$ cat src/rtl/req_ack_responder.sv
// Responder for the req/ack handshake. It returns a registered ack ACK_DELAY cycles after each
// accepted req, holds off new requests for MIN_GAP cycles, and flags dropped requests in a sticky err.
module req_ack_responder #(
  parameter int ACK_DELAY = 4,
  parameter int MIN_GAP   = 8,
  parameter int CNT_W     = 8
) (
  input  logic             i_clk,
  input  logic             i_rst_n,
  input  logic             i_req,
  input  logic             i_err_clr,
  output logic             o_ack,
  output logic             o_busy,
  output logic             o_err,
  output logic [CNT_W-1:0] o_ack_count
);

  localparam int            TW         = $clog2(MIN_GAP + 1);
  localparam logic [TW-1:0] LP_T_ZERO  = TW'(0);
  localparam logic [TW-1:0] LP_T_ONE   = TW'(1);
  localparam logic [TW-1:0] LP_T_ACK   = TW'(ACK_DELAY);
  localparam logic [TW-1:0] LP_T_END   = TW'(MIN_GAP - 1);
  localparam logic          LP_NO_GAP  = (ACK_DELAY == (MIN_GAP - 1));

  typedef enum logic [1:0] {
    ST_IDLE  = 2'd0,
    ST_DELAY = 2'd1,
    ST_GAP   = 2'd2
  } state_t;

  state_t           r_state;
  state_t           w_state_nxt;
  logic [TW-1:0]    r_t;
  logic [TW-1:0]    w_t_nxt;
  logic             r_ack;
  logic             w_ack_nxt;
  logic             r_err;
  logic             w_err_nxt;
  logic             w_viol;
  logic [CNT_W-1:0] r_cnt;
  logic [CNT_W-1:0] w_cnt_nxt;

  // State and cycle timer registers.
  always_ff @(posedge i_clk or negedge i_rst_n) begin
    if (!i_rst_n) begin
      r_state <= ST_IDLE;
      r_t     <= LP_T_ZERO;
    end else begin
      r_state <= w_state_nxt;
      r_t     <= w_t_nxt;
    end
  end

  // Next-state and timer decode; requests outside IDLE never restart the timer.
  always_comb begin
    w_state_nxt = r_state;
    w_t_nxt     = r_t;
    case (r_state)
      ST_IDLE: begin
        if (i_req) begin
          w_state_nxt = ST_DELAY;
          w_t_nxt     = LP_T_ONE;
        end else begin
          w_state_nxt = ST_IDLE;
          w_t_nxt     = LP_T_ZERO;
        end
      end
      ST_DELAY: begin
        if (r_t == LP_T_ACK) begin
          if (LP_NO_GAP) begin
            w_state_nxt = ST_IDLE;
            w_t_nxt     = LP_T_ZERO;
          end else begin
            w_state_nxt = ST_GAP;
            w_t_nxt     = r_t + LP_T_ONE;
          end
        end else begin
          w_state_nxt = ST_DELAY;
          w_t_nxt     = r_t + LP_T_ONE;
        end
      end
      ST_GAP: begin
        if (r_t == LP_T_END) begin
          w_state_nxt = ST_IDLE;
          w_t_nxt     = LP_T_ZERO;
        end else begin
          w_state_nxt = ST_GAP;
          w_t_nxt     = r_t + LP_T_ONE;
        end
      end
      default: begin
        w_state_nxt = ST_IDLE;
        w_t_nxt     = LP_T_ZERO;
      end
    endcase
  end

  // Output decode: ack is pre-computed from the next state so it can be registered.
  always_comb begin
    w_viol    = 1'b0;
    w_ack_nxt = 1'b0;
    w_err_nxt = r_err;
    w_cnt_nxt = r_cnt;

    if ((w_state_nxt == ST_DELAY) && (w_t_nxt == LP_T_ACK)) begin
      w_ack_nxt = 1'b1;
    end else begin
      w_ack_nxt = 1'b0;
    end

    if (i_req && (r_state != ST_IDLE)) begin
      w_viol = 1'b1;
    end else begin
      w_viol = 1'b0;
    end

    // A violation in the same cycle as a clear still leaves err set.
    if (w_viol) begin
      w_err_nxt = 1'b1;
    end else if (i_err_clr) begin
      w_err_nxt = 1'b0;
    end else begin
      w_err_nxt = r_err;
    end

    if (i_err_clr) begin
      w_cnt_nxt = {CNT_W{1'b0}};
    end else if (r_ack) begin
      w_cnt_nxt = r_cnt + CNT_W'(1);
    end else begin
      w_cnt_nxt = r_cnt;
    end
  end

  // Registered outputs.
  always_ff @(posedge i_clk or negedge i_rst_n) begin
    if (!i_rst_n) begin
      r_ack <= 1'b0;
      r_err <= 1'b0;
      r_cnt <= {CNT_W{1'b0}};
    end else begin
      r_ack <= w_ack_nxt;
      r_err <= w_err_nxt;
      r_cnt <= w_cnt_nxt;
    end
  end

  assign o_ack       = r_ack;
  assign o_busy      = (r_state != ST_IDLE);
  assign o_err       = r_err;
  assign o_ack_count = r_cnt;

endmodule

$ cat config.mk
export PLATFORM = sky130hd
export DESIGN_NAME = req_ack_responder
export DESIGN_NICKNAME = d
export VERILOG_FILES = /design/src/rtl/req_ack_responder.sv
export SDC_FILE = /design/constraint.sdc
export NUM_CORES = 1
export LEC_CHECK = 0
export ABC_AREA = 1
export BUFFER_PORTS_ARGS = -buffer_cell sky130_fd_sc_hd__buf_2
export CAP_MARGIN = 20
export CORE_MARGIN = 10
export CORE_UTILIZATION = 50
export DETAILED_ROUTE_END_ITERATION = 12
export GPL_TIMING_DRIVEN = 1
export HOLD_SLACK_MARGIN = 0.06
export PLACE_DENSITY = 0.82
export SYNTH_ARGS = -nofsm -noshare
export SYNTH_HDL_FRONTEND = slang
export SYNTH_SLANG_ARGS = --single-unit
$ cat constraint.sdc
create_clock -name i_clk -period 1.65 [get_ports i_clk]
set_clock_uncertainty 0.05 [all_clocks]
set_input_delay 0.33 -clock i_clk [delete_from_list [all_inputs] [get_ports i_clk]]
set_output_delay 0.33 -clock i_clk [all_outputs]
set_load 0.01 [all_outputs]
==> results of run 1 <==
[power by group]
| group | internal [mW] | switching, mW |
|---|---|---|
| registers | 0.477 | 0.0768 |
| logic | 0.149 | 0.245 |
| clock network | 0.134 | 0.122 |
[synth_stat cells (all sizes together)]
library cell,number
xor2,1
ha,3
o21a,1
inv,19
o21ai,3
nor3b,1
nor2,9
a22o,1
dfrtp,16
nand2,25
a211oi,1
nand4,2
o21bai,1
a21oi,5
nand3,9
[cell families after synthesis]
family | Yosys count | share of synthesized area
DFF | 16 | 0.496
and+or+nand+nor | 46 | 0.264
xor gates and xnor gates | 1 | 0.0109
adders and majority gates | 3 | 0.0465
buffers and inverters | 19 | 0.0884
AOI/OAI and AO/OA | 12 | 0.0946
[critical path, stage by stage (launching register included)]
cell and delay (ps):
dfrtp_1 390, inv_1 90, nand2_1 100, buf_2 160
[area by class of cell]
class                      instances  share of cell area
multi-input combinational         62               0.355
inverter                          19              0.0756
tap                               16              0.0212
sequential                        16               0.424
timing repair buffer              15              0.0849
clock buffer                       4              0.0385
[layout by cell type (no fill, tap or decap)]
| cell type | instances |
|---|---|
| nand2_1 | 23 |
| inv_1 | 18 |
| dfrtp_1 | 16 |
| buf_2 | 14 |
| nand3_1 | 8 |
| nor2_1 | 7 |
| a21oi_1 | 5 |
| ha_1 | 3 |
| clkbuf_4 | 3 |
| nand4_1 | 2 |
| o21ai_0 | 2 |
| nand2_2 | 2 |
| o21ai_1 | 1 |
| xor2_1 | 1 |
| inv_2 | 1 |
| nand3_2 | 1 |
| nor2_4 | 1 |
| a211oi_1 | 1 |
| nor2_2 | 1 |
| a22o_2 | 1 |
| nor3b_1 | 1 |
| o21bai_2 | 1 |
| o21a_1 | 1 |
| clkbuf_8 | 1 |
| dlygate4sd3_1 | 1 |
[sequential cells by signal, indices dropped and copies added, names as in the netlist]
signal       count
o_err            1
r_t              4
r_state          2
o_ack_count      8
o_ack            1
[final timing paths]
path	to	start	slack, ps
setup / recovery	o_busy	r_state[0]	250
setup reg to reg	o_ack	r_t[0]	370
min in group asynchronous	o_ack_count[4]	i_rst_n	430
hold / removal	o_ack_count[4]	i_err_clr	210
hold reg to reg	o_err	o_err	470
max in group asynchronous	o_ack_count[3]	i_rst_n	860
[routing by layer]
layer  share of wire  GRT usage
met5               0          0
met2            0.46      0.147
met3            0.10     0.0381
met1            0.42     0.0977
met4          0.0094     0.0481
[metrics by stage]
step / std cells / worst slack [ps] / total power [mW] / hold WS (ps) / utilization
after global placement: 127 / 445 / 0.944 / 207 / 0.589
final: 132 / 252 / 1.20 / 212 / 0.619
after detailed placement: 127 / 367 / 0.961 / 214 / 0.589
after floorplan: 97 / 463 / 0.835 / -15.6 / -
after global routing: 132 / 201 / 1.32 / 211 / 0.619
after CTS: 132 / 247 / 1.23 / 204 / 0.619
==> reports/metrics.yaml, run 1 <==
timing:
  fin_crit_sh: 0.847
  rsz0062_at_grt: "no"
  fmax_ghz: 0.715
  slew_viol_final: 0
  fin_setup_tns_ps: 0
  tightestPinTransition_ps: 360
  slew_headroom: 0.760
  finalCriticalPeriod_ps: 1400
  finalHoldViolCount: 0
  setup_violations: 0
run:
  cap_viol_max_count: 0
detailed_routing:
  routed_wl_um: 1500
  drc: 0
  dr.pass1.iters: 4
  ant_nets: 0
  avgRoutedWirePerCell_um: 11.3
  vias_per_cell: 4.88
  vias: 644
  drt_iter0_drc: 6
cells_and_area:
  layout-drive-gt1-share: 0.224
  nNetsFinal: 124
  diodes: 0
  fin_area_sq_um: 943
  regArea_sq_um: 400
  multi_input_area_sq_um: 335
  syn2layout_area_growth_pct: 16.9
  fillCellCount: 125
yosys:
  synth-seq-cells: 16
  postSynthCellCount: 97
  ys_top_cells_by_area: "dfrtp_1, nand2_1, inv_1"
  yosysWarningCount: 0
  synthesis.nets: 104
  synth_top_cell_by_area: "dfrtp_1"
  syn_area_sq_um: 807
  yosysSeqAreaShare: 0.496
  synth_top_cell_area_share: 0.496
  avgSynthCellArea_sq_um: 8.32
  synth.distinct_cells: 21
clock_tree:
  cts_buffers: 3
  cts_max_level: 1
  post_cts_buffers: 0
  cts_resized: 0
  clock_latency_ps: 290
  clock-root-buffer: "clkbuf_4"
  cts_hold_buf: 1
  clock-sinks: 16
  clk_path_buf_depth: 2
  clkTransAtPathRegs_ps: 90
  cts_tree: "built"
die:
  core_sq_um: 1520
  pin_count: 15
  die_height_um: 60.2
  start_util: 0.530
  die-area_sq_um: 3620
  placement_rows: 14
  die_w_um: 60.2
place:
  gp_congestion: 0.829
  dpl_cell_area_sq_um: 897
  port_buffers: 14
  hpwl_um: 1170
global_routing:
  track_usage: 0.0908
  grt_remaining_overflow: 0
  grt_pass1_wl_um: 2570
  grt_max_degree: 17
  antenna_found_initial: 0
  grt_pass1_vias: 646
power:
  irDropWorstVdd_v: 0.000697
  leakage_nw: 0.553
  power_density_nw_per_um2: 1280
worst_hold_path:
  min_path_cells: 2
  hold_path_class: "primary input to flop"
critical_path:
  cp-end-kind: "primary output"
  cp.arrival_ps: 1020
  worstPathRequired_ps: 1270
  critPathMaxFanout: 4
  r2r_cells: 7
  worst-setup-path-type: "flop to primary output"
  cp-start-kind: "flop"
run_status:
  status: "finished clean"
No activity file was read; power rests on OpenSTA's default activity.
==> run 2: changes to the inputs <==
--- a/config.mk
+++ b/config.mk
@@ -9,11 +9,11 @@
 export BUFFER_PORTS_ARGS = -buffer_cell sky130_fd_sc_hd__buf_2
 export CAP_MARGIN = 20
 export CORE_MARGIN = 10
-export CORE_UTILIZATION = 50
+export CORE_UTILIZATION = 47
 export DETAILED_ROUTE_END_ITERATION = 12
 export GPL_TIMING_DRIVEN = 1
 export HOLD_SLACK_MARGIN = 0.06
-export PLACE_DENSITY = 0.82
+export PLACE_DENSITY = 0.81
 export SYNTH_ARGS = -nofsm -noshare
 export SYNTH_HDL_FRONTEND = slang
 export SYNTH_SLANG_ARGS = --single-unit
==> constraint.sdc (replaced) <==
create_clock -name i_clk -period 1.2 [get_ports i_clk]
set_clock_uncertainty 0.05 [all_clocks]
set_input_delay 0.24 -clock i_clk [delete_from_list [all_inputs] [get_ports i_clk]]
set_output_delay 0.24 -clock i_clk [all_outputs]
set_load 0.01 [all_outputs]
==> reports/metrics.yaml, run 2 (same netlist as run 1, synthesis figures left out) <==
global_routing:
  grt_use_met2: 0.228
  antenna_found_initial: 0
  top_usage_layer: "met2"
  grt_remaining_overflow: 0
  track_usage: 0.120
  grt_pass1_vias: 827
  grt_pass1_wl_um: 3470
  use_met1: 0.124
  met3_usage: 0.0350
  grt_max_degree: 17
run_status:
  violations: "negative setup slack"
  status: "complete, but fails checks"
cells_and_area:
  nNetsFinal: 142
  fin_area_sq_um: 1200
  fillCellCount: 106
  final_cell_mix: "nand2_1, dfrtp_1, inv_1, buf_4, buf_2"
  layout-drive-gt1-share: 0.478
  fin_cells: 150
  largest_reg_flops: 8
  diodes: 0
  syn2layout_area_growth_pct: 48.4
detailed_routing:
  drc: 0
  ant_nets: 0
  dr.pass1.iters: 4
  drt_iter0_drc: 19
  vias: 770
  avgRoutedWirePerCell_um: 14.2
  vias_per_cell: 5.13
  routed_wl_um: 2130
worst_hold_path:
  min_path_cells: 2
  hold_path_class: "primary input to flop"
  hold_path.startpoint: "i_err_clr"
  min_to: "o_ack_count[4]"
place:
  port_buffers: 14
  hpwl_um: 1370
  gp_congestion: 0.834
  dp_slack_ps: -66.5
  dpl_cell_area_sq_um: 950
  dp.cells: 134
critical_path:
  worst_r2r_endpoint: "o_ack"
  crit_family: "flip-flops"
  critPathMaxFanout: 3
  cp_num_buf_inv: 2
  worst-setup-path-type: "flop to primary output"
  r2r-start: "r_t[0]"
  worstPathRequired_ps: 910
  critPathMostFrequentCell: "buf_6"
  rrSetupSlack_ps: -30
  critical_path.max_stage_delay_ps: 450
  cp.arrival_ps: 980
  r2r_cells: 7
  cp-end-kind: "primary output"
  slowest_stage: "dfrtp_1"
  crit_chain: "buf_6 > buf_6"
  cp-start-kind: "flop"
clock_tree:
  clkTransAtPathRegs_ps: 100
  cts_tree: "built"
  clock-root-buffer: "clkbuf_4"
  clock-sinks: 16
  clk_path_buf_depth: 2
  cts_buffers: 3
  cts_max_level: 1
  clock_latency_ps: 290
timing:
  slew_headroom: 0.754
  fin_setup_tns_ps: -203
  fin_crit_sh: 1.06
  tightestPinTransition_ps: 369
  finalCriticalPeriod_ps: 1270
  slew_viol_final: 0
  setup_violations: 6
  holdWs_ps: 145
  finalHoldViolCount: 0
  rsz0062_at_grt: "yes"
  fmax_ghz: 0.788
  layout_setup_ws_ps: -68.6
die:
  pin_count: 15
  core_sq_um: 1560
  die_w_um: 61.4
  placement_rows: 14
  die-area_sq_um: 3770
  die_height_um: 61.4
  start_util: 0.518
power:
  power_density_nw_per_um2: 1830
  leakage_nw: 0.654
  irDropWorstVdd_v: 0.00138
run:
  cap_viol_max_count: 0
run 2: changes by cell type in the layout (fill, tap and decap cells not counted), moves of 2 or more:
cell     change
inv_2        +3
inv_1        -3
buf_2        -5
a21oi_1      -2
ha_1         -3
buf_6        +8
buf_4       +15
nand2_1      -7
nand2_2      +6
ha_2         +2
a21oi_2      +2
run 2: final cells by class:
class | count | area, sq um | area share
Sequential cell | 16 | 400 | 0.334
Multi-Input combinational cell | 62 | 412 | 0.344
Tap cell | 16 | 20.0 | 0.0167
Timing Repair Buffer | 33 | 258 | 0.215
Clock buffer | 4 | 36.3 | 0.0303
Inverter | 19 | 71.3 | 0.0596
run 2: worst max-delay path by stage:
stage	from	to	slack, ps	cells past startpoint
after floorplan	o_ack_count[0]	o_ack_count[6]	10	6
after global placement	r_t[1]	o_ack	10	7
after detailed placement	r_t[0]	o_ack	-70	7
after CTS	o_ack_count[0]	o_ack_count[0]	-40	2
after global routing	r_t[0]	o_ack	-120	7
final	o_ack_count[0]	o_ack_count[0]	-70	2
run 2: routing by layer:
metal / wire length (um) / part of all wire
met5: 0 / 0
met3: 135 / 0.063
met4: 34 / 0.016
met1: 838 / 0.39
met2: 1120 / 0.53
run 2: repair_timing:
action	in CTS	in global routing
pin swaps	7	5
gates resized for setup	18	13
hold buffers	1	0
endpoints found under the hold margin	16	0
endpoints found under the setup margin	5	13
buffers inserted	9	2
cloned	0	0
run 2: metrics by stage:
stage | util | power, mW
after floorplan | - | 1.15
after global placement | 0.609 | 1.40
after detailed placement | 0.609 | 1.45
after CTS | 0.724 | 2.08
after global routing | 0.768 | 2.34
final | 0.768 | 2.19
run 2: where the power goes:
part / switching, mW / internal, mW / total, mW
Sequential: 0.114 / 0.656 / 0.770
Combinational: 0.529 / 0.530 / 1.06
Clock: 0.175 / 0.185 / 0.360
==> run 3: changes to the inputs <==
--- a/config.mk
+++ b/config.mk
@@ -11,9 +11,10 @@
 export CORE_MARGIN = 10
 export CORE_UTILIZATION = 47
 export DETAILED_ROUTE_END_ITERATION = 12
-export GPL_TIMING_DRIVEN = 1
+export GPL_TIMING_DRIVEN = 0
 export HOLD_SLACK_MARGIN = 0.06
 export PLACE_DENSITY = 0.81
+export SKIP_CTS_REPAIR_TIMING = 1
 export SYNTH_ARGS = -nofsm -noshare
 export SYNTH_HDL_FRONTEND = slang
 export SYNTH_SLANG_ARGS = --single-unit
==> reports/metrics.yaml, run 3 (same netlist as run 1, synthesis figures left out) <==
timing:
  finalHoldViolCount: 0
  slew_headroom: 0.767
  setup_violations: 2
  fin_crit_sh: 1.05
  layout_setup_ws_ps: -64.8
  fmax_ghz: 0.791
  rsz0062_at_grt: "yes"
  finalCriticalPeriod_ps: 1260
  fin_setup_tns_ps: -86.6
  slew_viol_final: 0
  tightestPinTransition_ps: 349
die:
  die_w_um: 61.4
  die-area_sq_um: 3770
  start_util: 0.518
  core_sq_um: 1560
  pin_count: 15
  placement_rows: 14
  die_height_um: 61.4
critical_path:
  worstPathRequired_ps: 1360
  r2r_cells: 6
  worst-setup-path-type: "flop to flop"
  worst_r2r_endpoint: "o_ack"
  rrSetupSlack_ps: -60
  cp-end-kind: "flop"
  cp-start-kind: "flop"
  cp.arrival_ps: 1420
  r2r-start: "r_t[1]"
  critPathMaxFanout: 4
run_status:
  violations: "negative setup slack"
  status: "complete, but fails checks"
power:
  p_clk_frac: 0.139
  p_seq_frac: 0.425
  p_sw_frac: 0.388
  combPwrFrac: 0.436
  netSwitchingPower_mw: 0.740
  intPower_mw: 1.17
  leakage_nw: 0.572
  power_density_nw_per_um2: 1820
  irDropWorstVdd_v: 0.00128
worst_hold_path:
  min_path_cells: 2
  hold_path_class: "primary input to flop"
  min_to: "o_ack_count[4]"
  hold_path.startpoint: "i_err_clr"
cells_and_area:
  diodes: 0
  layout-drive-gt1-share: 0.413
  nNetsFinal: 130
  final_cell_mix: "nand2_1, inv_1, buf_2"
  layout_commonest_cell: "nand2_1"
  syn2layout_area_growth_pct: 29.8
  fin_area_sq_um: 1050
  largest_reg_flops: 8
detailed_routing:
  drc: 0
  routed_wl_um: 1740
  vias_per_cell: 4.99
  vias: 684
  avgRoutedWirePerCell_um: 12.7
  ant_nets: 0
  drt_iter0_drc: 10
  dr.pass1.iters: 4
place:
  gp_congestion: 0.798
  port_buffers: 14
  hpwl_um: 1300
  dpl_cell_area_sq_um: 897
global_routing:
  antenna_found_initial: 0
  use_met1: 0.0892
  grt_pass1_wl_um: 2430
  track_usage: 0.0859
  grt_remaining_overflow: 0
  grt_pass1_vias: 597
  grt_max_degree: 17
  met3_usage: 0.0309
  top_usage_layer: "met2"
  grt_use_met2: 0.152
clock_tree:
  clock-root-buffer: "clkbuf_4"
  clkTransAtPathRegs_ps: 90
  cts_buffers: 3
  clock-sinks: 16
  clock_latency_ps: 270
  cts_max_level: 1
  cts_tree: "built"
  clk_path_buf_depth: 2
run:
  cap_viol_max_count: 0
## run 3: changes by cell type in the layout (fill, tap and decap cells not counted), moves of 2 or more
cell | before | now
a21oi_1 | 3 | 5
dfrtp_1 | 16 | 12
dfrtp_2 | 0 | 4
buf_4 | 15 | 6
a21oi_2 | 2 | 0
buf_6 | 8 | 1
buf_2 | 9 | 13
## run 3: cell type report
| cell class | count | area (sq um) |
|---|---|---|
| sequential | 16 | 405 |
| clock buffer | 3 | 22.5 |
| fill | 136 | 512 |
| multi-input combinational | 62 | 397 |
| timing repair buffer | 21 | 131 |
| tap | 16 | 20.0 |
| inverter | 19 | 71.3 |
## run 3: routing by layer
layer,up-vias,part of all wire
met5,-,0
li1,355,-
met2,11,0.51
met3,2,0.074
met4,0,0.0035
met1,316,0.41
## run 3: worst max-delay path by stage
stage | to | start | depth (start not counted)
floorplan | o_ack_count[6] | o_ack_count[0] | 6
finish | o_ack | r_t[1] | 6
detailed placement | o_ack | r_t[0] | 7
global placement | o_ack | r_t[0] | 7
global route | o_ack | r_t[0] | 6
CTS | o_ack | r_t[0] | 7
## run 3: critical path, stage by stage (launching register included)
cell and delay (ps):
dfrtp_2 460, ha_4 180, xor2_1 150, nand2_1 90, nor2_1 90, nand3_1 80
nor2_1 100
## run 3: power by group through the flow
| stage | sequential, mW | clock (mW) | combinational [mW] |
|---|---|---|---|
| 6_report | 0.810 | 0.265 | 0.831 |
| 5_1_grt | 0.828 | 0.301 | 0.930 |
| 4_1_cts | 0.771 | 0.273 | 0.565 |
| 3_5_place_dp | 0.780 | 0 | 0.564 |
| 3_3_place_gp | 0.768 | 0 | 0.534 |
| 2_1_floorplan | 0.772 | 0 | 0.376 |
## run 3: through the flow
step / power (mW) / setup WS, ps / utilization / hold WS (ps) / std cells
6_report: 1.91 / -64.8 / 0.672 / 130 / 137
4_1_cts: 1.61 / -123 / 0.590 / -183 / 130
5_1_grt: 2.06 / -105 / 0.672 / 120 / 137
3_3_place_gp: 1.30 / -61.8 / 0.575 / 119 / 127
3_5_place_dp: 1.34 / -111 / 0.575 / 123 / 127
2_1_floorplan: 1.15 / 12.5 / - / -106 / 97
